`src/rtl/instr_pkg.sv`:
```
// Shared constants and FSM state type for the instructions overlay.
// Image geometry is in ROM pixels; SCALE maps each to a SCALE x SCALE screen block.
package instr_pkg;

    localparam int IMG_W       = 150;
    localparam int IMG_H       = 100;
    localparam int SCALE       = 2;
    localparam int PROMPT_ROW0 = 88;
    localparam int ADDR_W      = 15;

    typedef enum logic {
        HIDDEN  = 1'b0,
        VISIBLE = 1'b1
    } state_t;

endpackage

```
`src/rtl/instructions_overlay_rom.sv`:
```
// instructionsROM: 150x100 1-bit splash image, registered read (1 Clk latency).
// Ports: Clk, read_address[14:0] in; data_Out out (valid one Clk after address).
module instructionsROM (
    input  logic        Clk,
    input  logic [14:0] read_address,
    output logic        data_Out
);

    // Procedural stand-in for the bitmap contents: a parity pattern over a
    // few address bits, giving a mix of set and clear pixels.
    always_ff @(posedge Clk) begin
        data_Out <= ^(read_address & 15'h0209);
    end

endmodule

```
`src/rtl/instructions_overlay.sv`:
```
// Centred 2x-scaled instructions splash overlay with blinking key prompt.
// Ports: Clk, Reset (sync, high), frame_start, DrawX/DrawY[9:0], show,
//        key_pressed in; pixel_on, pixel_rgb[23:0], done out. 3 Clk latency.
module instructions_overlay
    import instr_pkg::*;
#(
    parameter int          X0        = 170,
    parameter int          Y0        = 140,
    parameter logic [23:0] FG_RGB    = 24'hFFFFFF,
    parameter logic [23:0] BG_RGB    = 24'h101030,
    parameter int          BLINK_BIT = 5
) (
    input  logic        Clk,
    input  logic        Reset,
    input  logic        frame_start,
    input  logic [9:0]  DrawX,
    input  logic [9:0]  DrawY,
    input  logic        show,
    input  logic        key_pressed,
    output logic        pixel_on,
    output logic [23:0] pixel_rgb,
    output logic        done
);

    localparam int SH = $clog2(SCALE);
    localparam logic [9:0] XL = 10'(X0);
    localparam logic [9:0] XH = 10'(X0 + IMG_W * SCALE);
    localparam logic [9:0] YL = 10'(Y0);
    localparam logic [9:0] YH = 10'(Y0 + IMG_H * SCALE);

    // ---------------- control FSM ----------------
    state_t     state, state_n;
    logic [5:0] cnt, cnt_n;
    logic       dp, dp_n;
    logic       key_prev;
    logic       key_rise;
    logic       done_n;

    assign key_rise = key_pressed & ~key_prev;

    always_comb begin
        state_n = state;
        cnt_n   = cnt;
        dp_n    = dp;
        done_n  = 1'b0;
        unique case (state)
            HIDDEN: begin
                if (frame_start && show) begin
                    state_n = VISIBLE;
                    cnt_n   = '0;
                    dp_n    = 1'b0;
                end
            end
            VISIBLE: begin
                if (key_rise)
                    dp_n = 1'b1;
                if (frame_start) begin
                    cnt_n = cnt + 6'd1;
                    // Exit decision uses the pending flag as it stood
                    // before this cycle's key edge.
                    if (dp || !show) begin
                        state_n = HIDDEN;
                        done_n  = dp;
                        dp_n    = 1'b0;
                    end
                end
            end
        endcase
    end

    always_ff @(posedge Clk) begin
        if (Reset) begin
            state    <= HIDDEN;
            cnt      <= '0;
            dp       <= 1'b0;
            key_prev <= 1'b0;
            done     <= 1'b0;
        end else begin
            state    <= state_n;
            cnt      <= cnt_n;
            dp       <= dp_n;
            key_prev <= key_pressed;
            done     <= done_n;
        end
    end

    // ---------------- stage 1: window + address ----------------
    logic [9:0]        dx, dy;
    logic [7:0]        col;
    logic [6:0]        row;
    logic              in_win, in_prm;
    logic [ADDR_W-1:0] addr;

    always_comb begin
        dx     = DrawX - XL;
        dy     = DrawY - YL;
        col    = 8'(dx >> SH);
        row    = 7'(dy >> SH);
        in_win = (DrawX >= XL) && (DrawX < XH) &&
                 (DrawY >= YL) && (DrawY < YH);
        in_prm = in_win && (row >= 7'(PROMPT_ROW0));
        addr   = '0;
        if (in_win)
            // row*150 as shift-add: 128 + 16 + 4 + 2
            addr = (15'(row) << 7) + (15'(row) << 4)
                 + (15'(row) << 2) + (15'(row) << 1)
                 + 15'(col);
    end

    logic [ADDR_W-1:0] addr_s1;
    logic              win_s1, prm_s1, en_s1;
    logic              win_s2, prm_s2, en_s2;
    logic              rom_bit;

    always_ff @(posedge Clk) begin
        if (Reset) begin
            addr_s1 <= '0;
            win_s1  <= 1'b0;
            prm_s1  <= 1'b0;
            en_s1   <= 1'b0;
            win_s2  <= 1'b0;
            prm_s2  <= 1'b0;
            en_s2   <= 1'b0;
        end else begin
            addr_s1 <= addr;
            win_s1  <= in_win;
            prm_s1  <= in_prm;
            en_s1   <= (state == VISIBLE);
            win_s2  <= win_s1;
            prm_s2  <= prm_s1;
            en_s2   <= en_s1;
        end
    end

    // ---------------- stage 2: ROM read ----------------
    // ROM data register is not reset; the zeroed flags mask it.
    instructionsROM u_rom (
        .Clk          (Clk),
        .read_address (addr_s1),
        .data_Out     (rom_bit)
    );

    // ---------------- stage 3: output ----------------
    logic prompt_ok, on_n;

    assign prompt_ok = ~prm_s2 | ~cnt[BLINK_BIT];
    assign on_n      = en_s2 & win_s2 & prompt_ok;

    always_ff @(posedge Clk) begin
        if (Reset) begin
            pixel_on  <= 1'b0;
            pixel_rgb <= '0;
        end else begin
            pixel_on  <= on_n;
            pixel_rgb <= on_n ? (rom_bit ? FG_RGB : BG_RGB) : 24'h0;
        end
    end

endmodule

```
`config.mk`:
```
export PLATFORM = sky130hd
export DESIGN_NAME = instructions_overlay
export DESIGN_NICKNAME = d
export VERILOG_FILES = /design/src/rtl/instr_pkg.sv /design/src/rtl/instructions_overlay_rom.sv /design/src/rtl/instructions_overlay.sv
export SDC_FILE = /design/constraint.sdc
export NUM_CORES = 1
export LEC_CHECK = 0
export CAP_MARGIN = 20
export CELL_PAD_IN_SITES_DETAIL_PLACEMENT = 1
export CELL_PAD_IN_SITES_GLOBAL_PLACEMENT = 1
export CORE_MARGIN = 2
export CORE_UTILIZATION = 32
export DETAILED_ROUTE_END_ITERATION = 8
export PLACE_DENSITY = 0.83
export RECOVER_POWER = 25
export SLEW_MARGIN = 40
export SYNTH_ARGS = -nofsm -noshare
export SYNTH_HDL_FRONTEND = slang
export SYNTH_SLANG_ARGS = --single-unit
```
`constraint.sdc`:
```
create_clock -name Clk -period 3.3 [get_ports Clk]
set_clock_uncertainty 0.05 [all_clocks]
set_input_delay 0.33 -clock Clk [delete_from_list [all_inputs] [get_ports Clk]]
set_output_delay 0.33 -clock Clk [all_outputs]
set_load 0.1 [all_outputs]
```
==> flow_summary.json <==
{
  "gp_congestion": 0.770,
  "dpl_cell_area_um2": 2340,
  "drtAntennaViolNets": 0,
  "detailedRoute.firstPassIterationCount": 4,
  "yosysWarnings": 0,
  "internal_power_uw": 637,
  "yosysTopAreaCell": "dfxtp_1",
  "timing.max_slew.rel_slack_pct": 21.9,
  "cp.required_ns": 3.41,
  "worst_hold_slack_ns": 0.340,
  "layout.filler_cells": 663,
  "cts_max_level": 1,
  "critPathBufInv": 3,
  "hold_path.class": "in2reg",
  "min_period_over_period_pct": 101,
  "multi_input_comb_area_um2": 1210,
  "grt-ovfl-total": 0,
  "grt_first_pass_wirelength_mm": 7.00,
  "cp_top_family": "adder cells",
  "crit_path_cell_trace": "buf_2 -> o21a_2 -> o21a_4 -> o21ai_4 -> xnor2_2 -> fa_1 -> inv_2 -> fa_1 -> fa_1 -> inv_2 -> ha_4 -> nand2_2 -> o21ai_2 -> xnor2_1 -> and2_1",
  "rsz0062_at_grt": "true",
  "area_growth_syn_to_layout_pct": 39.0,
  "period_minus_slack_ns": 3.32,
  "avgViaCountPerCell": 4.70,
  "sw_frac_of_total_pct": 36.0,
  "cp_common_cell": "fa_1",
  "ys.flop_type": "dfxtp_1",
  "hold_violations": 0,
  "synth_cells": 197,
  "die-height_um": 79.2,
  "synth_edf_count": 0,
  "power-per-cell-area_nw_per_um2": 396,
  "violations": "setup timing",
  "routed_wire_length_per_instance_um": 13.3,
  "post-synth-top-area-fraction_pct": 25.4,
  "max_stage_delay_ns": 0.53,
  "final-max-slew-violation-count": 0,
  "timing.final.ws_setup_ns": -0.0192,
  "cts_clk_pin_slew_worst_paths_ns": 0.08,
  "start_util_pct": 33.1,
  "critical_path.startpoint_type": "input pin",
  "route.detailed.drc": 0,
  "floorplan.die_area_um2": 6280,
  "timing.setup.tns_ns": -0.0192,
  "outcome": "finished, violations left",
  "detailedRoute.firstIterationViolations": 52,
  "worst_path_arrival_time_ns": 3.43,
  "yosys-top-cells-area": "dfxtp_1 25%, fa_1 12%, ha_1 10%",
  "antenna_cells": 0,
  "numPortBuffers": 48,
  "worst_setup_path_end_kind": "flip-flop",
  "placementRows": 27,
  "stdcell_area_um2": 2520,
  "critical-path-slowest-cell": "fa_1",
  "comb_power_share_pct": 53.8,
  "cts-root-buf": "clkbuf_8",
  "hold_buffers": 0,
  "critical_path.max_fanout": 3,
  "dpl.hpwl_mm": 3.54,
  "synth_fp_nets": 248,
  "die_width_um": 79.2,
  "netlist_area_pre_place_um2": 1810,
  "layout.cells.most_common": "buf_4",
  "max-cap-violations": 0,
  "netlist-cell-type-count": 42,
  "clk_path_buf_depth": 2,
  "static-leakage-power_uw": 0.00114,
  "antenna_violations_before_repair": 0,
  "commonest_non_fill_non_tap_cells_in_the_layout": "49 x buf_4, 23 x dfxtp_1, 22 x inv_1",
  "yosysSeqAreaShare_pct": 25.4,
  "worst_skew_pair.late_latency_ns": 0.26,
  "detailroute.via_count": 1538,
  "pre_cts_ws_ns": -0.855,
  "top_level_ports": 51,
  "power_frac_clock_pct": 17.4,
  "grt_start_max_net_pins": 21,
  "net-switching-power_uw": 359,
  "timing_worst_setup_path_type": "in2reg",
  "peakVddDrop_mv": 0.150,
  "flop_pwr_share_pct": 28.8,
  "tritoncts_num_sinks": 23,
  "cts_made_buffers": 3,
  "drive_above_1_share_pct": 35.7,
  "area_of_the_core_region_um2": 5470,
  "via_count_of_the_first_global_routing_pass": 1579,
  "cts_tree": "yes",
  "register_area_um2": 460,
  "synth-seq-cells": 23,
  "worst_slew_pin_slew_ns": 1.18,
  "grtUsageTotal_pct": 14.3,
  "design.final.nets": 307,
  "setup_viol_count_final": 1,
  "maxClockFrequency_ghz": 0.301,
  "route.final.wire_length_mm": 4.35,
  "totalPowerFinal_uw": 996,
  "ys_async_sr_fraction_pct": 0,
  "synth_area_per_cell_um2": 9.20
}
[layout make-up]
cell class / count / area share (%)
inverters: 24 / 3.58
well taps: 72 / 3.58
clock inverters: 1 / 0.199
flip-flops and latches: 23 / 18.3
multi-input cells: 125 / 48.1
clock buffers: 3 / 1.64
repair buffers: 79 / 24.6
[cell families after synthesis]
logic type	share of synthesized area, %
compound gates	13.4
xor+xnor	8.22
fa+ha+maj	22.5
buf+inv	14.7
flops	25.4
mux	1.17
simple gates	14.6
[timing repair]
action	4_1_cts	5_1_grt
endpoints found under the setup margin	1	1
gates resized for setup	43	4
pin swaps	24	1
setup buffers	4	0
[cell usage after synthesis, types with 2 or more instances]
master,number
o21ai_0,5
buf_4,22
xor2_1,5
a211oi_1,2
xnor2_1,12
nor2b_1,9
ha_1,15
a21oi_1,9
nand3_1,4
fa_1,11
dfxtp_1,23
inv_1,24
a22oi_1,3
clkbuf_1,3
nand2_1,8
nor2_1,9
o21ai_1,2
nor3_1,3
and3b_1,2
and2_1,4
[power by group through the flow]
stage / sequential, uW / combinational, uW / clock [uW]
after floorplan: 291 / 267 / 0
after global placement: 293 / 384 / 0
after detailed placement: 293 / 428 / 0
after global routing: 288 / 598 / 192
after CTS: 287 / 525 / 181
final: 287 / 536 / 174
[worst min-delay path: stages]
cell,delay (ns)
buf_2,0.10
inv_1,0.05
and2_1,0.13
[final timing paths]
| path | from | endpoint | slack [ns] | cells past startpoint |
|---|---|---|---|---|
| worst min-delay path | DrawX[1] | addr_s1[0] | 0.34 | 3 |
| worst min register to register | addr_s1[3] | u_rom.data_Out | 0.38 | 1 |
| worst max-delay path | DrawX[1] | addr_s1[9] | -0.02 | 15 |
| worst max register to register | cnt[2] | cnt[5] | 1.81 | 5 |
[per-stage QoR]
| step | instances | utilization [%] |
|---|---|---|
| global route | 327 | 46.0 |
| detailed placement | 320 | 42.8 |
| CTS | 327 | 46.0 |
| floorplan | 197 | - |
| global placement | 320 | 43.4 |
| finish | 327 | 46.0 |
[sequential cells by signal, summed over array words and instances (netlist names)]
register	count
pixel_on	1
u_rom.data_Out	1
key_prev	1
cnt	6
prm_s2	1
pixel_rgb	2
en_s2	1
done	1
addr_s1	3
state	1
win_s1	1
win_s2	1
prm_s1	1
en_s1	1
dp	1
[per-layer routing]
layer	vias to the layer above	share of wire, %	track usage [%]
met3	10	4.0	0.909
met4	0	2.8	7.24
met1	736	39	15.4
li1	741	-	-
met5	-	0	0
met2	51	54	27.9
Note: power is estimated with default switching activity, not from simulation.
